[config.mk]
export PLATFORM = sky130hd
export DESIGN_NAME = soc_timer_flat
export DESIGN_NICKNAME = d
export VERILOG_FILES = /design/src/rtl/soc_timer_pkg.sv /design/src/rtl/soc_timer_if.sv /design/src/rtl/soc_timer_prescaler.sv /design/src/rtl/soc_timer.sv /design/src/flat_wrapper.sv
export SDC_FILE = /design/constraint.sdc
export NUM_CORES = 1
export LEC_CHECK = 0
export CORE_ASPECT_RATIO = 0.6
export CORE_MARGIN = 10
export CORE_UTILIZATION = 66
export DETAILED_ROUTE_END_ITERATION = 10
export DONT_BUFFER_PORTS = 1
export PLACE_DENSITY_LB_ADDON = 0.12
export SYNTH_ARGS = -nofsm -noshare
export SYNTH_HDL_FRONTEND = slang
export SYNTH_SLANG_ARGS = --single-unit
[constraint.sdc]
create_clock -name clk -period 3.2 [get_ports clk]
set_clock_uncertainty 0.2 [all_clocks]
set_input_delay 0.48 -clock clk [delete_from_list [all_inputs] [get_ports clk]]
set_output_delay 0.48 -clock clk [all_outputs]
set_load 0.03 [all_outputs]
[src/rtl/soc_timer_pkg.sv]
// Shared register map, control-field layout and status encoding for the
// memory-mapped interval timer.
package soc_timer_pkg;

  localparam logic [1:0] TMR_LO   = 2'd0;
  localparam logic [1:0] TMR_HI   = 2'd1;
  localparam logic [1:0] TMR_CTRL = 2'd2;
  localparam logic [1:0] TMR_STAT = 2'd3;

  localparam int CTRL_EN       = 0;
  localparam int CTRL_CONT     = 1;
  localparam int CTRL_IE       = 2;
  localparam int CTRL_PSEL_LSB = 3;
  localparam int CTRL_PSEL_MSB = 5;
  localparam int STAT_FLAG     = 7;

  // Packed so that the field order matches the ctrl byte bit positions.
  typedef struct packed {
    logic [2:0] psel;
    logic       ie;
    logic       cont;
    logic       en;
  } ctrl_t;

  function automatic logic [7:0] stat_byte(input logic flag, input logic en);
    logic [7:0] s;
    s            = 8'h00;
    s[STAT_FLAG] = flag;
    s[CTRL_EN]   = en;
    return s;
  endfunction

endpackage

[src/rtl/soc_timer_if.sv]
// CPU-side bus of the timer: chip select, write strobe, register select,
// write/read data and the level interrupt.
interface soc_timer_if;
  logic       cs;
  logic       we;
  logic [1:0] rs;
  logic [7:0] din;
  logic [7:0] dout;
  logic       irq;

  modport slave  (input cs, we, rs, din, output dout, irq);
  modport master (output cs, we, rs, din, input dout, irq);
endinterface

[src/rtl/soc_timer_prescaler.sv]
// Power-of-two clock divider: emits a one-cycle tick every 2^psel enabled
// clocks; frozen while en is low, restarted by clr.
module timer_prescaler #(
  parameter int PRE_W = 8
) (
  input  logic       clk,
  input  logic       reset,
  input  logic       en,
  input  logic       clr,
  input  logic [2:0] psel,
  output logic       tick
);

  logic [PRE_W-1:0] pre_q, pre_d, mask;

  always_comb begin
    mask  = (PRE_W'(1) << psel) - PRE_W'(1);
    tick  = en && ((pre_q & mask) == mask);
    pre_d = pre_q;
    if (clr) begin
      pre_d = '0;
    end else if (en) begin
      pre_d = tick ? '0 : pre_q + PRE_W'(1);
    end
  end

  always_ff @(posedge clk) begin
    if (!reset) pre_q <= '0;
    else        pre_q <= pre_d;
  end

endmodule

[src/rtl/soc_timer.sv]
// 16-bit programmable interval timer on the 6502 SoC bus: reload register,
// down-counter, prescaler, sticky underflow flag and registered level IRQ.
module soc_timer
  import soc_timer_pkg::*;
#(
  parameter int          PRE_W   = 8,
  parameter logic [15:0] RST_RLD = 16'hFFFF
) (
  input logic        clk,
  input logic        reset,
  soc_timer_if.slave bus
);

  logic [15:0] cnt_q, cnt_d, rld_q, rld_d;
  ctrl_t       ctrl_q, ctrl_d;
  logic        flag_q, flag_d, irq_q, irq_d;
  logic [7:0]  lo_q, lo_d, hi_q, hi_d, dout_q, dout_d;
  logic        wr, rd, tick, underflow;

  assign wr = bus.cs & bus.we;
  assign rd = bus.cs & ~bus.we;

  timer_prescaler #(.PRE_W(PRE_W)) u_pre (
    .clk   (clk),
    .reset (reset),
    .en    (ctrl_q.en),
    .clr   (wr && bus.rs == TMR_HI),
    .psel  (ctrl_q.psel),
    .tick  (tick)
  );

  always_comb begin
    cnt_d     = cnt_q;
    rld_d     = rld_q;
    ctrl_d    = ctrl_q;
    flag_d    = flag_q;
    lo_d      = lo_q;
    hi_d      = hi_q;
    underflow = 1'b0;

    // A high-byte write commits the 16-bit value and suppresses that tick.
    if (wr && bus.rs == TMR_HI) begin
      cnt_d = {bus.din, lo_q};
      rld_d = {bus.din, lo_q};
    end else if (tick) begin
      if (cnt_q != 16'd0) begin
        cnt_d = cnt_q - 16'd1;
      end else begin
        underflow = 1'b1;
        if (ctrl_q.cont) cnt_d = rld_q;
        else             ctrl_d.en = 1'b0;
      end
    end

    if (wr && bus.rs == TMR_CTRL) ctrl_d = ctrl_t'(bus.din[5:0]);

    if (underflow) begin
      flag_d = 1'b1;
    end else if ((rd && bus.rs == TMR_STAT) ||
                 (wr && bus.rs == TMR_STAT && bus.din[STAT_FLAG])) begin
      flag_d = 1'b0;
    end

    if (wr && bus.rs == TMR_LO) lo_d = bus.din;
    // Latching the high byte with the low-byte read keeps 16-bit reads atomic.
    if (rd && bus.rs == TMR_LO) hi_d = cnt_q[15:8];

    unique case (bus.rs)
      TMR_LO:   dout_d = cnt_q[7:0];
      TMR_HI:   dout_d = hi_q;
      TMR_CTRL: dout_d = {2'b00, ctrl_q};
      default:  dout_d = stat_byte(flag_q, ctrl_q.en);
    endcase

    irq_d = flag_q & ctrl_q.ie;
  end

  always_ff @(posedge clk) begin
    if (!reset) begin
      cnt_q  <= '0;
      rld_q  <= RST_RLD;
      ctrl_q <= '0;
      flag_q <= 1'b0;
      lo_q   <= '0;
      hi_q   <= '0;
      dout_q <= '0;
      irq_q  <= 1'b0;
    end else begin
      cnt_q  <= cnt_d;
      rld_q  <= rld_d;
      ctrl_q <= ctrl_d;
      flag_q <= flag_d;
      lo_q   <= lo_d;
      hi_q   <= hi_d;
      dout_q <= dout_d;
      irq_q  <= irq_d;
    end
  end

  assign bus.dout = dout_q;
  assign bus.irq  = irq_q;

endmodule
[src/flat_wrapper.sv]
// flat-port wrapper written by rule: the top's interface ports become plain ports
module soc_timer_flat import soc_timer_pkg::*;
#(
  parameter int          PRE_W   = 8,
  parameter logic [15:0] RST_RLD = 16'hFFFF
)
  (clk, reset, bus_cs, bus_we, bus_rs, bus_din, bus_dout, bus_irq);
  soc_timer_if bus_i ();
  input logic clk;
  input logic reset;
  input wire logic [$bits(bus_i.cs)-1:0] bus_cs;
  input wire logic [$bits(bus_i.we)-1:0] bus_we;
  input wire logic [$bits(bus_i.rs)-1:0] bus_rs;
  input wire logic [$bits(bus_i.din)-1:0] bus_din;
  output wire logic [$bits(bus_i.dout)-1:0] bus_dout;
  output wire logic [$bits(bus_i.irq)-1:0] bus_irq;
  assign bus_i.cs = bus_cs;
  assign bus_i.we = bus_we;
  assign bus_i.rs = bus_rs;
  assign bus_i.din = bus_din;
  assign bus_dout = bus_i.dout;
  assign bus_irq = bus_i.irq;
  soc_timer #(.PRE_W(PRE_W), .RST_RLD(RST_RLD)) u_core (.clk(clk), .reset(reset), .bus(bus_i));
endmodule
* Yosys cells after proc, flatten, opt, wreduce, memory -nomap -nowiden
Cells that the tools add are included. W data, S select, Z words.
Storage, ports and cells: flip-flop bits (word level) 72, input port bits 14
Operators by class: $add $sub $neg 3, eq/ne operators 7, shift operators 1, mux-type cells 16, bitwise gates (word level) 6, reduce and logical (&&, ||, !) cells 18
Operators with widths (count):
- $mux W16 | 4
- $pmux W8 S3 | 1
- $reduce_bool A16 Y1 | 1
- $sub A16 B1 Y16 const B | 1
- $mux W1 | 10
- $add A8 B1 Y8 const B | 1
- $and A8 B8 Y8 | 1
- $eq A8 B8 Y1 | 1
- $logic_and A1 B1 Y1 | 8
- $mux W8 | 1
- $shl A1 B3 Y8 const A | 1
- $sub A8 B2 Y8 const B | 1
- $reduce_bool A2 Y1 | 3
- $eq A2 B2 Y1 const B | 2
- $ne A2 B2 Y1 const B | 2
- $reduce_and A4 Y1 | 1
- $and A1 B1 Y1 | 3
- $reduce_bool A3 Y1 | 1
- $eq A2 B1 Y1 const B | 1
- $logic_not A2 Y1 | 1
- $ne A2 B1 Y1 const B | 1
- $not A1 Y1 | 2
- $reduce_and A2 Y1 | 1
- $reduce_or A2 Y1 | 1
- $logic_or A1 B1 Y1 | 1

* Logic depth before layout (Yosys ltp)
Gate-level depths: netlist (run 1).
word-level depth 8, mapped depth 9, gate-level depth less buffers 8

* Hierarchy
A second synthesis (run 1) with hierarchy kept.
Second synthesis, totals: cells, all modules 411, area, all modules 3434.5 um^2
Modules (own cells, without submodules):
- soc_timer | times used 1, cells each 366, area an instance 3030.4 um^2
- timer_prescaler | times used 1, cells each 45, area an instance 404.1 um^2

* Worst setup path before layout (run 1)
OpenSTA, ideal clock, no wires.
kind input -> register, start point in bus_rs[0], end point reg u_core.cnt_q[11], arrival 1.902 ns, required time 2.905 ns, slack 1.002 ns, stages 7, path through clkbuf_1 nor2b_1 buf_1 nor2b_1 clkbuf_1 a21oi_1 a221oi_1
Between the ends: word-level cells in the longest chain between the ends 4
Ends and longest elaborated chain:
- start: declaration | line flat_wrapper.sv:13 | input wire logic [$bits(bus_i.rs)-1:0] bus_rs;
- $eq A2 B1 Y1 (*) | line soc_timer.sv:42 | if (wr && bus.rs == TMR_HI) begin
- $logic_and A1 B1 Y1 (*) | line soc_timer.sv:42
- $reduce_bool A3 Y1 (no line) / $reduce_bool A2 Y1 (equally long branches)
- $reduce_and A2 Y1 (no line)
- end signal: assignment | line soc_timer.sv:89 | cnt_q <= cnt_d;
- end: declaration | line soc_timer.sv:14 | logic [15:0] cnt_q, cnt_d, rld_q, rld_d;
Every way passes the cells marked *; elsewhere a longest branch is shown, timed or not. A chain may end at the register's enable or synchronous reset.

* Worst setup path in the final report (run 1)
start point reg u_core.u_pre.pre_q[0], end point reg u_core.ctrl_q[0] (netlist bit)
Between the ends: word-level cells in the longest chain between the ends 5
Ends and longest elaborated chain:
- start: declaration | line soc_timer_prescaler.sv:14 | logic [PRE_W-1:0] pre_q, pre_d, mask;
- start signal: assignment | line soc_timer_prescaler.sv:29 | else pre_q <= pre_d;
- $and A8 B8 Y8 | line soc_timer_prescaler.sv:18 | tick = en && ((pre_q & mask) == mask);
- $eq A8 B8 Y1 | line soc_timer_prescaler.sv:18
- $logic_and A1 B1 Y1 | line soc_timer_prescaler.sv:18
- $reduce_bool A2 Y1 (no line)
- $reduce_and A4 Y1 (no line)
- end signal: assignment | line soc_timer.sv:91 | ctrl_q <= ctrl_d;
- end: declaration | line soc_timer.sv:15 | ctrl_t ctrl_q, ctrl_d;
No other way between the ends.

==> results of run 1 <==
[cells in the mapped netlist, types with 3 or more instances]
library cell  instances  area share (%)
nand3_1              19             2.8
o211ai_1              5             1.1
a311oi_1              5             1.3
a221oi_1              3            0.78
o21ai_0              24             3.6
mux2i_1              15             4.5
nand4_1               5            0.93
nor4_4                3             1.9
and3_1                4            0.75
nand3b_1              3            0.67
xor2_1                5             1.3
clkbuf_1             20             2.2
nor2b_1               4            0.75
ha_1                  3             1.1
a31oi_1               5            0.93
or4_1                 3            0.67
inv_1                 7            0.78
nand2_1              70             7.8
nor2_1               52             5.8
o21a_1                3            0.67
o31ai_1               3            0.67
nand2b_1              3            0.56
dfxtp_1              71              42
xnor2_1               5             1.3
a21oi_1              33             4.9
[sequential cells by signal, indices dropped and copies added (netlist names)]
register,count
u_core.cnt_q,16
u_core.rld_q,16
u_core.bus.dout,8
u_core.hi_q,8
u_core.lo_q,8
u_core.u_pre.pre_q,7
u_core.ctrl_q,6
u_core.bus.irq,1
u_core.flag_q,1
[worst min-delay path by stage]
stage	to	slack (ns)	cells past startpoint	start
floorplan	u_core.rld_q[8]	0.23	2	u_core.rld_q[8]
global placement	u_core.hi_q[2]	0.24	2	u_core.hi_q[2]
detailed placement	u_core.hi_q[2]	0.25	2	u_core.hi_q[2]
CTS	u_core.rld_q[13]	0.0002	1	reset
global route	u_core.rld_q[5]	0.007	1	reset
finish	u_core.rld_q[13]	0.001	1	reset
[layer usage]
metal,part of all wire (%),wire length (µm),GRT usage [%]
met5,0,0,0
met3,13,1240,9.52
met1,43,4030,27.3
met2,41,3860,34.4
met4,3.3,309,9.94
[per-stage QoR]
stage | total power, µW | worst slack, ns | area (µm²) | utilization [%]
floorplan | 1190 | 1.00 | 3350 | -
global placement | 1230 | 0.719 | 3390 | 71.6
detailed placement | 1240 | 0.720 | 3390 | 71.6
CTS | 2120 | 0.707 | 3650 | 77.2
global route | 2200 | 0.390 | 3660 | 77.4
finish | 2140 | 0.532 | 3660 | 77.4
[power by group]
| group | internal [µW] | leakage, µW | switching, µW |
|---|---|---|---|
| logic | 114 | 0.000669 | 185 |
| registers | 905 | 0.000575 | 31.4 |
| clock network | 560 | 0.000130 | 347 |
| total | 1580 | 0.00137 | 563 |
[cell families (layout without fill, tap and decap cells)]
family / Yosys count / after routing / synth area share [%]
DFF: 71 / 71 / 42.4
buffers and inverters: 32 / 34 / 3.96
AOI/OAI and AO/OA: 97 / 97 / 18.0
xor gates and xnor gates: 10 / 10 / 2.61
muxes: 17 / 17 / 5.15
and+or+nand+nor: 184 / 184 / 26.7
adders and majority gates: 3 / 3 / 1.12
[cell type report]
type | count | area (µm²)
clock buffer | 11 | 151
clock inverter | 5 | 104
fill | 366 | 1070
tap | 63 | 78.8
inverter | 8 | 30.0
timing repair buffer | 10 | 80.1
multi-input combinational | 311 | 1800
sequential | 71 | 1420
[critical path: cells and delay by family (launching register included)]
family                 cells  cell delay (ns)
buffers and inverters      1             0.09
and+or+nand+nor            2             0.87
DFF                        1             0.42
AOI/OAI and AO/OA          3             0.96
==> out/qor.yml, run 1 <==
outcome:
  status: "completed"
clock_network:
  cts_root_buf: "clkbuf_8"
  clockBufferDepth: 2
  tritoncts: "yes"
  post_cts_resized: 0
  clock-sinks: 71
  clk_pin_slew_ns: 0.08
  cts_setup_buffers: 0
  htreeDepth: 3
  clock_latency_ns: 0.36
  cts_buffers: 9
  hold_buffers: 1
worst_setup_path:
  rrSetupSlack_ns: 0.53
  crit_path_end: "u_core.ctrl_q[0]"
  cp.arrival_ns: 2.69
  r2r_end: "u_core.ctrl_q[0]"
  rr_startpoint: "u_core.u_pre.pre_q[0]"
  r2r_cells: 6
  cp_max_fo: 15
  crit_start: "u_core.u_pre.pre_q[0]"
  cp_slowest_cell: "or2_0"
  crit_required_ns: 3.22
  critPathLaunchType: "flop"
  criticalPathCategory: "reg -> reg"
  crit_chain: "inv_1 -> o21ai_0 -> nand3_1 -> or2_0 -> o311ai_0 -> a21oi_1"
  end_kind: "flop"
  critPathMaxStageDelay_ns: 0.62
synthesis:
  syn_avg_cell_area_um2: 8.10
  yosysWarnings: 0
  synth-edff-count: 0
  synthArstFlopShare_pct: 0
  synth_area_um2: 3350
  synth_cell_types: 55
  yosysSeqAreaShare_pct: 42.4
  syn-num-nets: 431
  synth-seq-cells: 71
  ys.flop_type: "dfxtp_1"
  syn-instance-count: 414
global_routing:
  grt_pass1_wl_um: 15100
  grt_pass1_vias: 2931
  grt_max_degree: 31
  grt_usage_pct: 22.4
  antenna_found_initial: 0
  grt-ovfl-total: 0
floorplan:
  fp.dieH_um: 75.2
  rows: 19
  core_area_um2: 4730
  io_pins: 23
  die_w_um: 112
  die_area_um2: 8420
  start_util_pct: 70.9
pwr:
  powerDensity_nw_per_um2: 585
  p_leak_uw: 0.00137
  max-vdd-ir-drop_mv: 0.398
layout:
  drive_gt1_share_pct: 7.93
  fin_cells: 479
  final_nets: 428
  final_common_cell: "dfxtp_1"
  diodes: 0
  synthToLayoutAreaGrowth_pct: 9.29
  layout_common_cells: "dfxtp_1, nand2_1, nor2_1, a21oi_1, o21ai_0"
worst_hold_path:
  worstHoldPathType: "in -> reg"
routing:
  drt_first_pass_iters: 5
  ant_nets: 0
  via_per_inst: 6.64
  num_vias: 3181
  totalWireLength_um: 9440
  post_drt_wl_per_cell_um: 19.7
  drc: 0
  drt-initial-drc-count: 366
sta:
  worst_pin_slew_ns: 1.01
  fmax_ghz: 0.375
  final.setup.tns_ns: 0
  final-setup-viol-count: 0
  period_needed_ns: 2.67
  rsz0062_at_grt: "false"
  post-route-period-util_pct: 83.4
  relSlewSlack_pct: 32.5
  whs_ns: 0.00141
  finalMaxSlewViolations: 0
  hold_viol_final: 0
place:
  dpl.cell_count: 461
  place_congestion: 0.952
  hpwl_um: 6350
  port_buffers: 0
job:
  drv_cap: 0
Power figures use the tool's default switching activity.
==> run 2, diff against run 1 <==
Settings changed: CORE_UTILIZATION 66 to 63.
Clock period 3.2 ns to 2.58 ns, I/O delays scaled along.
==> run 2 against run 1 <==
First-iteration DRC count grew 15%. Largest power group unchanged. Sequential cell count is the same. Non-clock buffer count grew 21. Highest routed layer unchanged. The flow now finishes with violations (hold timing). Utilization shrank 3.4 points. Largest cell class unchanged. Register-to-register slack lost 0.37 ns. Design area grew 3.2%. Critical path depth shrank 1. Sequential power grew 24%.
==> out/qor.yml, run 2 (synthesis results as in run 1) <==
sta:
  whs_ns: -0.000391
  hold_viol_final: 1
  post-route-period-util_pct: 93.9
  finalMaxSlewViolations: 0
  relSlewSlack_pct: 45.1
  final.setup.tns_ns: 0
  period_needed_ns: 2.42
  rsz0062_at_grt: "false"
  worst_pin_slew_ns: 0.823
  final-setup-viol-count: 0
  fmax_ghz: 0.413
global_routing:
  grt_pass1_vias: 3017
  grt_usage_pct: 22.4
  grt-ovfl-total: 0
  grt_pass1_wl_um: 15800
  use_met3_pct: 6.76
  grt.busiest_layer: "met1"
  use_met1_pct: 31.9
  use_met2_pct: 31.2
  antenna_found_initial: 0
  grt_max_degree: 36
layout:
  layout_common_cells: "dfxtp_1, nand2_1, nor2_1, a21oi_1, o21ai_0"
  final_common_cell: "dfxtp_1"
  synthToLayoutAreaGrowth_pct: 12.8
  design_area_um2: 3780
  largestRegisters: "u_core.cnt_q x16, u_core.rld_q x16"
  drive_gt1_share_pct: 9.84
  fill_cells: 403
  final_nets: 449
  fin_cells: 503
  diodes: 0
floorplan:
  die_w_um: 114
  io_pins: 23
  core_area_um2: 5100
  die_area_um2: 8730
  start_util_pct: 65.7
  rows: 20
  fp.dieH_um: 76.5
worst_setup_path:
  r2r_cells: 5
  critPathLaunchType: "flop"
  criticalPathCategory: "reg -> reg"
  cp_max_fo: 13
  crit_required_ns: 2.66
  cp.arrival_ns: 2.50
  end_kind: "flop"
clock_network:
  clk_pin_slew_ns: 0.07
  clock_latency_ns: 0.35
  clockBufferDepth: 2
  htreeDepth: 3
  cts_buffers: 9
  cts_root_buf: "clkbuf_8"
  tritoncts: "yes"
  clock-sinks: 71
  cts_setup_buffers: 0
  post_cts_resized: 0
place:
  hpwl_um: 6590
  postPlaceCellArea_um2: 3490
  dpl.cell_count: 476
  place_congestion: 0.935
  port_buffers: 0
routing:
  drc: 0
  num_vias: 3243
  ant_nets: 0
  post_drt_wl_per_cell_um: 19.2
  drt-initial-drc-count: 420
  drt_first_pass_iters: 5
  totalWireLength_um: 9680
  via_per_inst: 6.45
pwr:
  p_int_uw: 1680
  pwr-share-clk_pct: 34.0
  swShare_pct: 29.0
  comb_power_share_pct: 17.2
  p_leak_uw: 0.00144
  total_power_uw: 2370
  power_frac_seq_pct: 48.8
  max-vdd-ir-drop_mv: 0.433
  powerDensity_nw_per_um2: 627
  p_sw_uw: 687
job:
  drv_cap: 0
worst_hold_path:
  worstHoldPathType: "in -> reg"
  hold_path_depth: 2
outcome:
  violations: "hold timing"
  status: "complete, but fails checks"
[run 2: path summary, 6_finish.rpt]
path | start | to | slack (ns)
worst max-delay path | u_core.u_pre.pre_q[0] | u_core.cnt_q[7] | 0.16
worst min-delay path | bus_din[4] | u_core.lo_q[4] | -0.0004
worst max register to register | u_core.u_pre.pre_q[0] | u_core.cnt_q[7] | 0.16
worst min register to register | u_core.hi_q[5] | u_core.hi_q[5] | 0.26
[run 2: timing repair]
action | CTS | global route
hold buffers | 11 | 0
endpoints found under the hold margin | 35 | 0
endpoints found under the setup margin | 0 | 0
[run 2: worst max-delay path, stage by stage (launching register included)]
cell     delay [ns]
dfxtp_1        0.42
nand2_1        0.10
o41a_1         0.45
or2_0          0.52
or3_1          0.49
a31oi_1        0.16
[run 2: through the flow]
step | util [%] | worst slack, ns
detailed placement | 68.5 | 0.228
CTS | 74.1 | 0.214
global placement | 68.5 | 0.291
global route | 74.1 | 0.0451
finish | 74.1 | 0.159
floorplan | - | 0.475
[run 2: area by class of cell]
cell class | instances | area, µm² | area share (%)
flip-flops and latches | 71 | 1420 | 37.6
clock inverters | 3 | 17.5 | 0.463
clock buffers | 13 | 159 | 4.20
well taps | 66 | 82.6 | 2.18
repair buffers | 31 | 273 | 7.21
inverters | 8 | 30.0 | 0.794
multi-input cells | 311 | 1800 | 47.6
[run 2: metal layers]
layer	part of all wire (%)	routed length, µm
met1	43	4190
met2	41	3990
met3	13	1300
met4	2.0	191
met5	0	0
[run 2: power by group through the flow]
| stage | Clock, µW | Combinational (µW) | Sequential (µW) |
|---|---|---|---|
| CTS | 807 | 398 | 1160 |
| detailed placement | 0 | 372 | 1180 |
| global route | 855 | 448 | 1160 |
| finish | 806 | 407 | 1160 |
| global placement | 0 | 363 | 1180 |
| floorplan | 0 | 302 | 1170 |
